`src/rtl/nv_ddre_arbiter.sv`:
```
`default_nettype none
// ============================================================================
// Module   : nv_ddre_arbiter
// Brief    : Round-robin two-port front end for the nv_ddre array; serialises
//            requests into command words and schedules power-cycle refresh.
// Revision : 1.0 - initial release
// ============================================================================
module nv_ddre_arbiter #(
    parameter int REFRESH_INTERVAL = 256,
    parameter int REFRESH_CYCLES   = 2,
    parameter int READ_LAT         = 1
) (
    input  logic        clk,
    input  logic        rst,
    input  logic        a_req_valid,
    output logic        a_req_ready,
    input  logic        a_req_write,
    input  logic [7:0]  a_req_addr,
    input  logic [7:0]  a_req_wdata,
    input  logic        b_req_valid,
    output logic        b_req_ready,
    input  logic        b_req_write,
    input  logic [7:0]  b_req_addr,
    input  logic [7:0]  b_req_wdata,
    output logic        rsp_valid,
    output logic        rsp_id,
    output logic [7:0]  rsp_data,
    output logic [17:0] mem_user_data,
    output logic        mem_enable,
    output logic        mem_wr_en,
    output logic        mem_rd_en,
    output logic        mem_power_enable,
    input  logic [7:0]  mem_user_out
);

    localparam int c_cnt_w = (REFRESH_INTERVAL > 1) ? $clog2(REFRESH_INTERVAL) : 1;
    localparam int c_rc_w  = (REFRESH_CYCLES > 1) ? $clog2(REFRESH_CYCLES) : 1;
    localparam int c_rl_w  = (READ_LAT > 1) ? $clog2(READ_LAT) : 1;

    localparam logic [c_cnt_w-1:0] c_cnt_max = c_cnt_w'(REFRESH_INTERVAL - 1);
    localparam logic [c_cnt_w-1:0] c_cnt_one = c_cnt_w'(1);
    localparam logic [c_rc_w-1:0]  c_rc_max  = c_rc_w'(REFRESH_CYCLES - 1);
    localparam logic [c_rc_w-1:0]  c_rc_one  = c_rc_w'(1);
    localparam logic [c_rl_w-1:0]  c_rl_max  = c_rl_w'(READ_LAT - 1);
    localparam logic [c_rl_w-1:0]  c_rl_one  = c_rl_w'(1);

    typedef enum logic [1:0] {
        S_IDLE    = 2'd0,
        S_ISSUE   = 2'd1,
        S_RD_WAIT = 2'd2,
        S_REFRESH = 2'd3
    } state_t;

    state_t              r_state;
    logic [c_cnt_w-1:0]  r_cnt;
    logic [c_rc_w-1:0]   r_rcnt;
    logic [c_rl_w-1:0]   r_lcnt;
    logic                r_last_grant;
    logic                r_write;
    logic                r_id;

    logic                w_refresh_due;
    logic                w_grant_a;
    logic                w_grant_b;
    logic                w_open;
    logic                w_sel_b;
    logic                w_write;
    logic [7:0]          w_addr;
    logic [7:0]          w_wdata;

    assign w_refresh_due = (r_cnt == c_cnt_max);

    // On a tie the port that did not win last time is granted.
    assign w_grant_a = a_req_valid && (!b_req_valid || r_last_grant);
    assign w_grant_b = b_req_valid && (!a_req_valid || !r_last_grant);
    assign w_open    = !rst && (r_state == S_IDLE) && !w_refresh_due;

    assign a_req_ready = w_open && w_grant_a;
    assign b_req_ready = w_open && w_grant_b;

    assign w_sel_b = b_req_ready;
    assign w_write = w_sel_b ? b_req_write : a_req_write;
    assign w_addr  = w_sel_b ? b_req_addr  : a_req_addr;
    assign w_wdata = w_sel_b ? b_req_wdata : a_req_wdata;

    always_ff @(posedge clk or posedge rst) begin
        if (rst) begin
            r_cnt <= '0;
        end else if ((r_state == S_IDLE) && w_refresh_due) begin
            r_cnt <= '0;
        end else if ((r_state != S_REFRESH) && !w_refresh_due) begin
            r_cnt <= r_cnt + c_cnt_one;
        end
    end

    always_ff @(posedge clk or posedge rst) begin
        if (rst) begin
            r_state          <= S_IDLE;
            r_rcnt           <= '0;
            r_lcnt           <= '0;
            r_last_grant     <= 1'b1;
            r_write          <= 1'b0;
            r_id             <= 1'b0;
            rsp_valid        <= 1'b0;
            rsp_id           <= 1'b0;
            rsp_data         <= 8'h00;
            mem_user_data    <= 18'h0;
            mem_enable       <= 1'b0;
            mem_wr_en        <= 1'b0;
            mem_rd_en        <= 1'b0;
            mem_power_enable <= 1'b1;
        end else begin
            rsp_valid     <= 1'b0;
            mem_enable    <= 1'b0;
            mem_wr_en     <= 1'b0;
            mem_rd_en     <= 1'b0;
            mem_user_data <= 18'h0;
            case (r_state)
                S_IDLE: begin
                    if (w_refresh_due) begin
                        r_state          <= S_REFRESH;
                        r_rcnt           <= '0;
                        mem_power_enable <= 1'b0;
                    end else if (a_req_ready || b_req_ready) begin
                        // Command word is staged here so the strobes land in ISSUE.
                        r_state       <= S_ISSUE;
                        r_write       <= w_write;
                        r_id          <= w_sel_b;
                        r_last_grant  <= w_sel_b;
                        mem_enable    <= 1'b1;
                        mem_wr_en     <= w_write;
                        mem_rd_en     <= !w_write;
                        mem_user_data <= {(w_write ? 2'b01 : 2'b10), w_addr,
                                          (w_write ? w_wdata : 8'h00)};
                    end
                end
                S_ISSUE: begin
                    if (r_write) begin
                        r_state <= S_IDLE;
                    end else begin
                        r_state <= S_RD_WAIT;
                        r_lcnt  <= '0;
                    end
                end
                S_RD_WAIT: begin
                    if (r_lcnt == c_rl_max) begin
                        r_state   <= S_IDLE;
                        rsp_valid <= 1'b1;
                        rsp_id    <= r_id;
                        rsp_data  <= mem_user_out;
                    end else begin
                        r_lcnt <= r_lcnt + c_rl_one;
                    end
                end
                S_REFRESH: begin
                    if (r_rcnt == c_rc_max) begin
                        r_state          <= S_IDLE;
                        mem_power_enable <= 1'b1;
                    end else begin
                        r_rcnt <= r_rcnt + c_rc_one;
                    end
                end
                default: r_state <= S_IDLE;
            endcase
        end
    end

endmodule
`default_nettype wire

```
`config.mk`:
```
export PLATFORM = sky130hd
export DESIGN_NAME = nv_ddre_arbiter
export DESIGN_NICKNAME = d
export VERILOG_FILES = /design/src/rtl/nv_ddre_arbiter.sv
export SDC_FILE = /design/constraint.sdc
export NUM_CORES = 1
export LEC_CHECK = 0
export BUFFER_PORTS_ARGS = -buffer_cell sky130_fd_sc_hd__buf_2
export CAP_MARGIN = 30
export CORE_UTILIZATION = 45
export DETAILED_ROUTE_END_ITERATION = 6
export GPL_TIMING_DRIVEN = 0
export PLACE_DENSITY_LB_ADDON = 0.15
export SLEW_MARGIN = 15
export SYNTH_ARGS = -nofsm -noshare
export SYNTH_HDL_FRONTEND = slang
export SYNTH_SLANG_ARGS = --single-unit
export TNS_END_PERCENT = 10
```
`constraint.sdc`:
```
create_clock -name clk -period 4 [get_ports clk]
set_input_delay 0.2 -clock clk [delete_from_list [all_inputs] [get_ports clk]]
set_output_delay 0.2 -clock clk [all_outputs]
set_load 0.03 [all_outputs]
```
# --- Word level (Yosys, flattened, before mapping) ---
# Index checks and enable logic that the tools add are counted.
totals:
  ff_bits: 47
  elab_cells: 92
  inputBits: 46
  output_inout_bits: 34
classes:
  n_mux: 35
  bitwise_logic: 2
  n_addsub: 3
  n_reduce_logical: 27
  n_eq_ne: 10
op_table:
  columns: ["cell", "n"]
  rows:
  - ["$mux W18", 3]
  - ["$mux W8", 5]
  - ["$mux W1", 17]
  - ["$mux W2", 6]
  - ["$ne A2 B2 Y1 const B", 5]
  - ["$reduce_and A3 Y1", 3]
  - ["$add A8 B1 Y8 const B", 1]
  - ["$eq A8 B8 Y1 const B", 1]
  - ["$logic_and A1 B1 Y1", 8]
  - ["$pmux W2 S4", 1]
  - ["$logic_not A1 Y1", 6]
  - ["$pmux W1 S2", 3]
  - ["$reduce_and A2 Y1", 3]
  - ["$reduce_bool A2 Y1", 3]
  - ["$eq A2 B2 Y1 const B", 2]
  - ["$logic_or A1 B1 Y1", 3]
  - ["$ne A3 B2 Y1 const B", 1]
  - ["$add A1 B1 Y1 const B", 2]
  - ["$eq A2 B1 Y1 const B", 1]
  - ["$logic_not A2 Y1", 1]
  - ["$not A1 Y1", 2]

# --- Depth between registers and ports, before layout ---
# Gate-level depths: netlist (run 1).
logic_depth:
  depth_word: 9
  depth_mapped: 7
  ltp_nobuf: 6

# --- Worst setup path after synthesis (run 1) ---
# No wires, ideal clock.
synth_timing:
  path_type: "reg-to-output"
  from: "register r_cnt[0]"
  to: "output a_req_ready"
  path_stages_with_launch: 5
  arrival_time_ns: 1.779
  slack_ns: 2.021
  required_ns: 3.800
  cell_sequence: "dfrtp_1 > ha_1 > nand3_2 > nor2_1 > nor4_1"
synth_via:
  elab_chain_len: 4
synth_rtl:
  columns: ["element", "line", "source"]
  rows:
  - ["from (decl)", "55", "logic [c_cnt_w-1:0] r_cnt;"]
  - ["from (signal assigned)", "92", "r_cnt <= r_cnt + c_cnt_one;"]
  - ["$eq A8 B8 Y1", "71", "assign w_refresh_due = (r_cnt == c_cnt_max);"]
  - ["$logic_not A1 Y1", "76", "assign w_open = !rst && (r_state == S_IDLE) && !w_refresh_due;"]
  - ["$logic_and A1 B1 Y1", "76", null]
  - ["$logic_and A1 B1 Y1", "78", "assign a_req_ready = w_open && w_grant_a;"]
  - ["to (decl)", "16", "output logic a_req_ready,"]
# No other way between the ends.

# --- Final worst setup path (run 1) ---
layout_timing:
  from: "register r_cnt[0]"
  to: "output b_req_ready"
layout_via:
  elab_chain_len: 4
layout_rtl:
  columns: ["element", "line", "source"]
  rows:
  - ["$eq A8 B8 Y1", "71", null]
  - ["$logic_not A1 Y1", "76", null]
  - ["$logic_and A1 B1 Y1", "76", null]
  - ["$logic_and A1 B1 Y1", "79", "assign b_req_ready = w_open && w_grant_b;"]
  - ["to (decl)", "21", "output logic b_req_ready,"]
# No other way between the ends.

==> results by stage, run 1 <==
Floorplan:
- The number of core rows is 23.
- The floorplan step set the die height to just under 70 um.
- The horizontal extent of the die is a little under 70 um.
- The die covers around 4700 sq um.
- 80 I/O pins were placed.
- The initial standard-cell utilization of the core is 48.34%.
- The core region is around 4100 sq um.

Global route:
- Global routing consumed, over all layers together, between 10% and 20% of the routing resources.
- The wire length of the first global-routing pass is about 6700 um.
- The initial antenna violation count is 0.
- The via count of the first global-routing pass is approximately 1500.
- The maximum number of pins on one net before global-route repair is 29.
- The remaining global-route overflow is 0.

Cells and area:
- 0 antenna diodes ended up in the layout.
- The post-layout instance count excluding filler cells is approximately 320.
- The area growth from synthesis to layout is 28.30%.
- The final core utilization is 62.02%.
- In the final design database the tool counted 317 nets.
- The fraction of final layout cells sized beyond drive strength 1 is ~48%.
- The filler cell count in the final layout is 365.

Logic synthesis:
- By area the synthesized netlist is led by sky130_fd_sc_hd__dfrtp_1 (53%), sky130_fd_sc_hd__nand2_1 (5.7%), sky130_fd_sc_hd__nand3_1 (5.5%).
- The synthesized netlist devotes between 10 and 15% of its cell area to compound gates.
- The most used flip-flop cell after synthesis is sky130_fd_sc_hd__dfrtp_1.
- The basic-gate share of the synthesized area counting and, or, nand and nor cells is between 15 and 20%.
- Counting instances in the post-synthesis netlist gives the leading cell types as sky130_fd_sc_hd__dfrtp_1 (42), sky130_fd_sc_hd__nand2_1 (30), sky130_fd_sc_hd__nand3_1 (22).
- The Yosys step of the flow raised 0 warnings.
- The area share of the leading cell type in the synthesized netlist is approximately 53%.
- The post-synthesis area per instance is 10.81 sq um.
- The largest family of logic cells by synthesized area is simple AND/OR/NAND/NOR gates.
- The net count after synthesis is approximately 230.
- Yosys instantiated no cell more often than sky130_fd_sc_hd__dfrtp_1.
- The cell taking the most area after synthesis is sky130_fd_sc_hd__dfrtp_1.
- After synthesis the netlist holds a flip-flop and latch count of 44.
- The adder-cell share of the synthesized area is approximately 1.1%.
- Of the total synthesized cell area, the portion taken by XOR and XNOR cells is 0%.
- The portion of synthesized area spent on multiplexers is about 5.6%.
- The count of flip-flops with a built-in enable after synthesis is 0.
- Synthesis instantiated 43 different standard cells from the library.
- For this run, asynchronously set or reset flops after synthesis account for 100.0%.
- The share of synthesized area occupied by flip-flops and latches is 55.47%.
- Counting every instance in the synthesized netlist gives roughly 180.
- The mapped netlist covers 1989 sq um.

Worst setup path:
- Following the worst setup path forward leads to its endpoint at b_req_ready.
- In this run the worst setup path begins at r_cnt[0].
- Walking the worst path, the cells encountered are ha_1 > nand3_2 > o211ai_2 > inv_2 > buf_6 > buf_2.
- The worst register-to-register path has a depth of 6.
- The path length in cells of the critical path is 6.
- The category of the worst setup path launch point is a register.
- The cell family with the largest share of critical-path delay is buffers and inverters.
- The endpoint identified for the worst register-to-register timing path is r_cnt[7].
- In this run the worst path has a maximum fanout of 10.
- The data arrival time at the worst-slack endpoint is approximately 1.8 ns.
- The worst path buffer plus inverter count is 3.
- Among all stages on the critical path, the largest delay is contributed by sky130_fd_sc_hd__dfrtp_1.
- Across all register-to-register paths, the minimum setup slack is ~2.4 ns.
- The startpoint identified for the worst register-to-register timing path is r_cnt[0].
- The worst stage delay on the critical path is 0.39 ns.
- STA classifies the critical path endpoint as an output port.
- The critical setup path kind is reg2out.
- The critical path data required time is 3.80 ns.

Route:
- In the final routed layout, each cell accounts on average for roughly 13 um.
- In this run the remaining antenna-violating nets after routing total 0.
- The number of search-and-repair iterations in the first detailed-routing pass is 6.
- For this block, the via count after detailed routing is approximately 1600.
- In the routed design, unresolved DRC markers number 0.
- The starting DRC count in detailed routing is 103.
- The total wirelength of the detailed-routed design is between 4000 and 5000 um.
- After detailed routing, the number of vias per cell comes to 5.003.

Timing:
- Hold timing on the final database bottoms out at a slack of about 0.13 ns.
- The number of pins exceeding their max-slew limit in the final report is 0.
- Measured against its own limit, the worst slew margin works out to around 73%.
- On the final layout, the worst clock skew is roughly 0.0046 ns.
- The count of final setup violators is 0.
- Setup repair after global routing left no endpoint under its margin.
- The setup TNS is 0 ns.
- The fmax is between 0.5 and 0.6 GHz.
- The worst-margin pin slew is slightly above 0.4 ns.
- The fraction of the cycle the final worst path needs is between 40% and 50%.
- The hold violation count in the final report is 0.
- The clock period minus final worst setup slack is around 2.0 ns.

Power:
- The switching part of the total is approximately two fifths.
- The share of total power dissipated in sequential elements is between 40% and 50%.
- The total design power is approximately 0.0016 W.
- Summed over all cells, the static leakage comes to approximately 1.3 nW.
- The clock share of power is between 15 and 20%.
- Summed over all nets, the switching power comes to about 0.00062 W.
- Across the VDD grid, the largest voltage drop is ~0.26 mV.
- The internal portion of the total power is between 0.0009 and 0.001 W.
- In this run the power density over the cells is a little over 600 nW/um^2.
- Combinational cells account for ~39% of the total power.

Placed design:
- The number of input and output port buffers inserted is a little under 80.
- Routability-driven placement finished with a final weighted congestion of roughly 0.71.
- The detailed-placement wirelength estimate is roughly 3000 um.
- The instance count after placement with tap cells included is between 300 and 400.

Outcome:
- The flow ran to the end, and the final reports show no timing, DRC or antenna violations.

Hold path:
- The worst hold-check path type is in2reg.
- The start point of the worst hold path is b_req_addr[7].

CTS:
- Clock latency on the worst-skew pair, taken at its later pin, is around 0.30 ns.
- TritonCTS built the clock tree.
- The clock drives 44 sinks.
- Clock tree synthesis inserted a total of 5 buffers.
- The clock tree buffer depth is 2.
- The post-CTS clock slew at the launch and capture registers of the worst setup and hold paths is roughly 0.080 ns.
- The H-tree level count is 2.
- The post-cts resize count is 0.
- In this run the clock root is driven by a sky130_fd_sc_hd__clkbuf_8.

Run:
- The number of maximum-capacitance violations is 0.
-- routing by layer --
| metal | track usage, % | routed length (um) |
|---|---|---|
| met5 | 0 | 0 |
| met4 | 6.250 | 36 |
| met3 | 5.592 | 212 |
| met2 | 31.86 | 2040 |
| met1 | 24.84 | 1815 |
-- tightest hold or removal path, delay by kind of cell --
kind,cells,cell delay (ns)
buffers and inverters,1,0.09
AOI/OAI and AO/OA,1,0.05
and+or+nand+nor,1,0.04
-- layout make-up --
cell class | count | area, sq um | area share, %
plain buffers | 13 | 96.34 | 3.775
clock buffers | 6 | 72.57 | 2.843
clock inverters | 2 | 12.51 | 0.4902
inverters | 6 | 22.52 | 0.8824
multi-input cells | 121 | 767.0 | 30.05
flip-flops and latches | 44 | 1104 | 43.24
well taps | 50 | 62.56 | 2.451
repair buffers | 79 | 415.4 | 16.27
-- per-stage QoR --
| step | setup WS [ns] | area [sq um] |
|---|---|---|
| 2_1_floorplan | 2.021 | 1989 |
| 3_3_place_gp | 2.128 | 2437 |
| 3_5_place_dp | 2.359 | 2457 |
| 4_1_cts | 2.024 | 2552 |
| 5_1_grt | 1.891 | 2552 |
| 6_report | 2.033 | 2552 |
-- cells in the final DEF (no fill, tap or decap), types with 2 or more instances in the layout --
cell / instances
sky130_fd_sc_hd__o211ai_1: 2
sky130_fd_sc_hd__o211ai_2: 2
sky130_fd_sc_hd__clkbuf_8: 5
sky130_fd_sc_hd__nor2b_1: 2
sky130_fd_sc_hd__o21ai_0: 8
sky130_fd_sc_hd__buf_4: 2
sky130_fd_sc_hd__nand3_1: 22
sky130_fd_sc_hd__nand2_1: 30
sky130_fd_sc_hd__nand2_2: 3
sky130_fd_sc_hd__mux2_2: 9
sky130_fd_sc_hd__a21oi_1: 11
sky130_fd_sc_hd__inv_2: 2
sky130_fd_sc_hd__nor2_1: 2
sky130_fd_sc_hd__buf_2: 83
sky130_fd_sc_hd__dfrtp_1: 42
sky130_fd_sc_hd__a21oi_2: 8
sky130_fd_sc_hd__buf_12: 2
sky130_fd_sc_hd__inv_1: 4
sky130_fd_sc_hd__buf_6: 2
sky130_fd_sc_hd__dfstp_2: 2
-- cells by family (layout without fill, tap and decap cells) --
kind of cell    after synthesis  after routing
buf+inv                      19            106
compound gates               39             39
simple gates                 70             70
fa+ha+maj                     2              2
flops                        44             44
mux                          10             10
-- worst min path at each step --
stage,depth (start not counted),to
global placement,2,rsp_data[7]
floorplan,2,mem_user_data[11]
global route,2,rsp_data[0]
CTS,3,mem_user_data[15]
finish,3,mem_user_data[15]
detailed placement,2,r_cnt[2]
-- power by group through the flow --
| stage | sequential (W) | combinational [W] | clock [W] |
|---|---|---|---|
| global route | 0.000701 | 0.000663 | 0.000301 |
| finish | 0.000680 | 0.000601 | 0.000272 |
| detailed placement | 0.000688 | 0.000607 | 0 |
| CTS | 0.000680 | 0.000609 | 0.000279 |
| global placement | 0.000684 | 0.000593 | 0 |
| floorplan | 0.000828 | 0.000290 | 0 |
-- registers in the layout (all words and copies together), names as in the netlist --
signal / count
mem_user_data: 16
r_cnt: 8
rsp_data: 8
r_state: 2
mem_enable: 1
mem_power_enable: 1
mem_rd_en: 1
mem_wr_en: 1
r_id: 1
r_last_grant: 1
r_rcnt: 1
r_write: 1
rsp_id: 1
rsp_valid: 1
-- repair_timing --
action	in CTS	in global routing
setup buffers	0	0
hold buffers	1	0
hold endpoints to repair	16	0
Note: power is estimated with default switching activity, not from simulation.
==> run 2, diff against run 1 <==
clock period = 2 ns   (was 4 ns; I/O delays follow)
==> run 2 against run 1 <==
Register-to-register slack lost 2.0 ns; highest routed layer unchanged; hold slack worse by 0.10 ns; sequential power rose by 100%; clock power rose by 100%; power grew 100%; critical path type unchanged; clock skew is essentially flat; sequential cell count did not move; final cell count is the same.
==> results by stage, run 2 (synthesized netlist as in run 1, its figures left out) <==
Outcome:
- Outcome: finished, final reports clean (unchanged).

Cells and area:
- The flip-flop count of the largest register after layout is 16 (unchanged).
- The antenna diode count was 0 (unchanged).
- The synthesis-to-layout area growth is 28.30% (unchanged).
- Regs by FF count: mem_user_data: 16 flops, r_cnt: 8 flops, rsp_data: 8 flops (unchanged).
- The fraction of final layout cells sized beyond drive strength 1 is 47.97% (unchanged).
- The layout net count is 317 (unchanged).
- The register ranked first by flip-flop count is mem_user_data (unchanged).
- The commonest non-fill, non-tap cell in the layout is sky130_fd_sc_hd__buf_2 (unchanged).
- Most frequent cells in the layout: sky130_fd_sc_hd__buf_2 (83), sky130_fd_sc_hd__dfrtp_1 (42), sky130_fd_sc_hd__nand2_1 (30) (unchanged).
- The post-layout instance count excluding filler cells is 321 (unchanged).

Power:
- The largest voltage drop on the vdd net is 0.5189 mV (was 0.2594 mV).
- The power density relative to cell area is 1217 nW/um^2 (was 608.5 nW/um^2).
- The static power due to leakage is 1.297 nW (about the same).

Worst setup path:
- The worst stage delay on the critical path is 0.39 ns (about the same).
- The cell with the largest stage delay on the worst path is sky130_fd_sc_hd__dfrtp_1 (unchanged).
- The critical setup path kind is reg2out (unchanged).
- The critical path data required time is 1.90 ns (was 3.80 ns).
- The element type at the critical path end was an output port (unchanged).
- The worst-case register-to-register setup slack is 0.35 ns (was 2.35 ns).
- The cell family with the largest share of critical-path delay is buffers and inverters (unchanged).
- The data arrival time at the worst-slack endpoint was 1.75 ns (was 1.77 ns).
- The worst-path maximum fanout is 10 (unchanged).
- The worst path buffer plus inverter count came to 3 (unchanged).
- The category of the worst setup path launch point is a register (unchanged).
- Cell-by-cell trace of the critical path: ha_1 > nand3_2 > o211ai_2 > inv_2 > buf_6 > buf_2 (unchanged).

Timing:
- The setup skew after layout is 0.004574 ns (about the same).
- The final-layout worst hold slack is 0.02697 ns (was 0.1270 ns).
- The number of pins exceeding their max-slew limit in the final report is 0 (unchanged).
- The max-slew headroom at the worst pin was 72.87% (unchanged).
- The count of final setup violators is 0 (unchanged).
- The fraction of the cycle the final worst path needs is around 92%.
- The hold violation count in the final report is 0 (unchanged).
- Setup repair after global routing missed its margin: false (unchanged).
- The worst-margin pin slew is 0.4070 ns (unchanged).
- Timing would allow up to between 0.5 and 0.6 GHz.
- The setup TNS was 0 ns (unchanged).
- The clock period minus final worst setup slack is approximately 1.8 ns.

Placed design:
- The routability-driven placement congestion ratio is 0.7114 (unchanged).
- The instance count after placement with tap cells included is 312 (unchanged).
- The number of input and output port buffers inserted came to 77 (unchanged).
- The detailed-placement wirelength estimate was 2936 um (unchanged).

Floorplan:
- The number of core rows is 23 (unchanged).
- The number of placed I/O pins came to 80 (unchanged).
- The die boundary height is 68.49 um (unchanged).
- The placeable core area came to 4115 sq um (unchanged).
- The die footprint is 4691 sq um (unchanged).
- The initial standard-cell utilization of the core is 48.34% (unchanged).
- The horizontal extent of the die was 68.49 um (unchanged).

CTS:
- The CTS tree is built (unchanged).
- The post-CTS clock slew at the launch and capture registers of the worst setup and hold paths came to 0.08 ns (about the same).
- The total number of clock tree sinks is 44 (unchanged).
- The post-cts resize count is 0 (unchanged).
- The post-CTS setup buffer count is 0 (unchanged).
- The number of buffers added by the clock tree synthesis step is 5 (unchanged).
- The H-tree level count is 2 (unchanged).
- The clock root buffer was sky130_fd_sc_hd__clkbuf_8 (unchanged).
- The clock latency of the later-clocked register in the worst-skew pair is 0.30 ns (about the same).
- The clock tree buffer depth is 2 (unchanged).

Global route:
- The total track usage is 19.51% (unchanged).
- The remaining global-route overflow is 0 (unchanged).
- The wire length of the first global-routing pass is 6686 um (unchanged).
- The via count of the first global-routing pass was 1486 (unchanged).
- The maximum number of pins on one net before global-route repair is 29 (unchanged).
- The initial antenna violation count is 0 (unchanged).

Route:
- The remaining design rule violation count is 0 (unchanged).
- The routed length per placed instance is 12.79 um (about the same).
- The starting DRC count in detailed routing is 104 (was 103).
- The number of vias in the routed layout came to 1606 (unchanged).
- The final antenna-violating net count was 0 (unchanged).
- The detail-routed via count per cell is 5.003 (unchanged).
- The number of search-and-repair iterations in the first detailed-routing pass came to 6 (unchanged).
- The total wirelength of the detailed-routed design is 4106 um (was 4105 um).

Run:
- The number of maximum-capacitance violations is 0 (unchanged).

Hold path:
- The worst hold-check path type was in2reg (unchanged).
[run 2: through the flow]
stage               instance area, sq um  utilization, %  power (W)  setup slack [ns]
detailed placement                  2457           59.71   0.002591            0.3691
floorplan                           1989               -   0.002236            0.1209
global route                        2552           62.02   0.003329           0.01108
finish                              2552           62.02   0.003107            0.1540
global placement                    2437           59.23   0.002554            0.2275
CTS                                 2552           62.02   0.003137            0.1244
[run 2: cell type report]
cell class              count  area, sq um
fillers                   365         1563
plain buffers              13        96.34
clock inverters             2        12.51
multi-input cells         121        767.0
repair buffers             79        415.4
well taps                  50        62.56
inverters                   6        22.52
flip-flops and latches     44         1104
clock buffers               6        72.57
[run 2: report_power, final]
group	switching, W	internal (W)	leakage, nW
clock network	0.000300	0.000244	0.0412
registers	0.000186	0.00117	0.559
logic	0.000760	0.000441	0.697
[run 2: metal layers]
| metal | vias up | GRT usage [%] | routed length (um) |
|---|---|---|---|
| met2 | 48 | 31.86 | 2040 |
| met1 | 745 | 24.84 | 1816 |
| met5 | - | 0 | 0 |
| met3 | 4 | 5.592 | 212 |
| met4 | 0 | 6.250 | 36 |
| li1 | 809 | - | - |
[run 2: path summary, 6_finish.rpt]
path                                      to           from  depth (start not counted)
max                              b_req_ready       r_cnt[0]                          6
min                        mem_user_data[15]  b_req_addr[7]                          3
max reg2reg                         r_cnt[7]       r_cnt[0]                          6
min reg2reg                     r_last_grant   r_last_grant                          2
max in group asynchronous       r_last_grant            rst                          4
min in group asynchronous           r_cnt[1]            rst                          3
[run 2: worst min-delay path, delay by kind of cell]
kind            cells  cell delay [ns]
buf+inv             1             0.09
compound gates      1             0.05
simple gates        1             0.04
[run 2: what timing repair did]
action                                  in CTS  in global routing
endpoints found under the hold margin       16                  0
endpoints found under the setup margin       0                  1
hold buffers                                 1                  0
==> run 3, diff against run 2 <==
CORE_ASPECT_RATIO = 2   (was unset)
SETUP_SLACK_MARGIN = 0.4   (was unset)
==> run 3 against run 2 <==
Sequential power about the same; worst setup slack gained 0.24 ns; hold slack improved by 0.0081 ns; fmax up 15%; largest power group unchanged; count of clock-buffer cells in the layout unchanged; final cell count is 3.7% higher; cell area grew 6.9%; die area rose by 0.34%; highest routed layer unchanged; power is 7.2% higher.
==> results by stage, run 3 (synthesized netlist as in run 1, its figures left out) <==
Cells and area:
- The antenna diode count is 0 (unchanged).
- The filler cell count in the final layout is 369 (was 365).
- Most frequent cells in the layout: sky130_fd_sc_hd__buf_2 (80), sky130_fd_sc_hd__dfrtp_1 (41), sky130_fd_sc_hd__nand2_1 (30) (was sky130_fd_sc_hd__buf_2 (83), sky130_fd_sc_hd__dfrtp_1 (42), sky130_fd_sc_hd__nand2_1 (30)).
- The flip-flop count of the largest register after layout is 16 (unchanged).
- The layout net count is 327 (was 317).
- The fraction of final layout cells sized beyond drive strength 1 is 52.31% (was 47.97%).
- The register ranked first by flip-flop count is mem_user_data (unchanged).
- The commonest non-fill, non-tap cell in the layout is sky130_fd_sc_hd__buf_2 (unchanged).
- The synthesis-to-layout area growth was 37.11% (was 28.30%).
- Regs by FF count: mem_user_data: 16 flops, r_cnt: 8 flops, rsp_data: 8 flops (unchanged).

Floorplan:
- The die boundary height is 96.03 um (was 68.49 um).
- The initial standard-cell utilization of the core was 47.70% (was 48.34%).
- The die footprint is 4707 sq um (was 4691 sq um).
- The number of placed I/O pins is 80 (unchanged).
- The placeable core area is 4170 sq um (was 4115 sq um).
- The number of core rows is 33 (was 23).
- The horizontal extent of the die is 49.02 um (was 68.49 um).

Route:
- The number of search-and-repair iterations in the first detailed-routing pass is 6 (unchanged).
- The detail-routed via count per cell is 5.147 (was 5.003).
- The starting DRC count in detailed routing is 28 (was 104).
- The routed length per placed instance is 13.42 um (was 12.79 um).
- The total wirelength of the detailed-routed design was 4469 um (was 4106 um).
- The number of vias in the routed layout is 1714 (was 1606).
- The final antenna-violating net count is 0 (unchanged).
- The remaining design rule violation count is 0 (unchanged).

Placed design:
- The routability-driven placement congestion ratio was 0.7971 (was 0.7114).
- The worst slack after detailed placement is 0.3525 ns (was 0.3691 ns).
- The detailed-placement wirelength estimate is 3341 um (was 2936 um).
- The number of input and output port buffers inserted is 77 (unchanged).

Timing:
- The fraction of the cycle the final worst path needs was 80.23% (was 92.30%).
- The final worst-path setup slack was 0.3955 ns (was 0.1540 ns).
- Setup repair after global routing missed its margin: true (was false).
- The fmax came to 0.6232 GHz (was 0.5417 GHz).
- The count of final setup violators is 0 (unchanged).
- The max-slew headroom at the worst pin was 69.74% (was 72.87%).
- The setup TNS was 0 ns (unchanged).
- The clock period minus final worst setup slack is 1.605 ns (was 1.846 ns).
- The setup skew after layout is 0.006360 ns (was 0.004574 ns).
- The worst-margin pin slew is 0.4532 ns (was 0.4070 ns).
- The hold violation count in the final report is 0 (unchanged).
- The number of pins exceeding their max-slew limit in the final report is 0 (unchanged).

Hold path:
- The worst hold-check path type is in2reg (unchanged).

Worst setup path:
- The worst-path maximum fanout was 5 (was 10).
- The critical setup path kind is reg2out (unchanged).
- The critical path data required time was 1.90 ns (about the same).
- The category of the worst setup path launch point is a register (unchanged).
- The data arrival time at the worst-slack endpoint is 1.50 ns (was 1.75 ns).
- The element type at the critical path end is an output port (unchanged).

Global route:
- The maximum number of pins on one net before global-route repair is 26 (was 29).
- The via count of the first global-routing pass was 1574 (was 1486).
- The remaining global-route overflow came to 0 (unchanged).
- The total track usage is 19.52% (was 19.51%).
- The wire length of the first global-routing pass is 6906 um (was 6686 um).
- The initial antenna violation count is 0 (unchanged).

CTS:
- The CTS tree is built (unchanged).
- The number of buffers added by the clock tree synthesis step is 5 (unchanged).
- The total number of clock tree sinks is 44 (unchanged).
- The clock latency of the later-clocked register in the worst-skew pair is 0.29 ns (was 0.30 ns).
- The clock root buffer is sky130_fd_sc_hd__clkbuf_8 (unchanged).
- The H-tree level count is 2 (unchanged).
- The post-CTS clock slew at the launch and capture registers of the worst setup and hold paths is 0.08 ns (about the same).
- The clock tree buffer depth was 2 (unchanged).

Power:
- The logic gate share of total power is 41.5% (was 38.7%).
- The power density relative to cell area is 1221 nW/um^2 (was 1217 nW/um^2).
- The largest voltage drop on the vdd net is 0.7540 mV (was 0.5189 mV).
- The internal power came to 0.002015 W (was 0.001860 W).
- The static power due to leakage is 1.367 nW (was 1.297 nW).
- The clock share of power is 17.0% (was 17.5%).
- The sequential share of power is 41.5% (was 43.8%).
- The switching power summed over all nets is 0.001315 W (was 0.001247 W).
- The switching part of the total is 39.49% (was 40.14%).

Outcome:
- Outcome: finished, final reports clean (unchanged).

Run:
- The number of maximum-capacitance violations was 0 (unchanged).
run 3: final timing paths:
kind                                     from                 to  slack [ns]  cells after the start
worst max-delay path                 r_cnt[1]        b_req_ready        0.40                      6
worst min-delay path            b_req_addr[7]  mem_user_data[15]        0.04                      3
worst max register to register       r_cnt[1]  mem_user_data[10]        0.44                      8
worst min register to register           r_id               r_id        0.50                      2
max in group asynchronous                 rst        rsp_data[5]        1.09                      4
min in group asynchronous                 rst           r_cnt[2]        0.44                      3
run 3: through the flow:
step                      hold WS, ns  instance area, sq um  std cells  total power [W]  utilization, %
after floorplan                0.2274                  1996        184         0.002239               -
after global placement         0.3335                  2446        313         0.002561           58.66
after detailed placement       0.1747                  2474        314         0.002615           59.32
after CTS                     0.02939                  2659        328         0.003300           63.76
after global routing          0.02488                  2728        333         0.003527           65.41
final                         0.03504                  2728        333         0.003330           65.41
run 3: routing by layer:
layer	global-route usage [%]	vias to the layer above	part of all wire [%]
li1	-	829	-
met1	20.16	823	38
met2	36.81	56	58
met3	3.318	6	3.5
met4	10.54	0	1.3
met5	0	-	0
run 3: critical path, cell delays in order, from the launching register on:
cell,delay (ns)
sky130_fd_sc_hd__dfrtp_1,0.40
sky130_fd_sc_hd__ha_4,0.17
sky130_fd_sc_hd__nand3_4,0.10
sky130_fd_sc_hd__o211ai_4,0.22
sky130_fd_sc_hd__inv_2,0.07
sky130_fd_sc_hd__buf_6,0.13
sky130_fd_sc_hd__buf_6,0.13
run 3: cell type report:
cell class / count / area (sq um) / share of cell area [%]
Timing Repair Buffer: 89 / 506.7 / 18.58
Sequential cell: 44 / 1105 / 40.50
Tap cell: 52 / 65.06 / 2.385
Inverter: 6 / 22.52 / 0.8257
Buffer: 13 / 101.3 / 3.716
Clock buffer: 6 / 82.58 / 3.028
Clock inverter: 2 / 10.01 / 0.3670
Multi-Input combinational cell: 121 / 834.6 / 30.60
run 3: power groups by stage:
stage / Combinational, W / Sequential (W) / Clock [W]
after floorplan: 0.000582 / 0.00166 / 0
after global placement: 0.00119 / 0.00137 / 0
final: 0.00138 / 0.00138 / 0.000565
after global routing: 0.00150 / 0.00142 / 0.000610
after CTS: 0.00134 / 0.00138 / 0.000581
after detailed placement: 0.00123 / 0.00139 / 0
run 3: repair_timing:
| action | in CTS | in global routing |
|---|---|---|
| endpoints found under the hold margin | 17 | 0 |
| pin swaps | 3 | 2 |
| resized for setup | 10 | 6 |
| endpoints found under the setup margin | 11 | 12 |
| setup buffers | 5 | 5 |
| hold buffers | 1 | 0 |
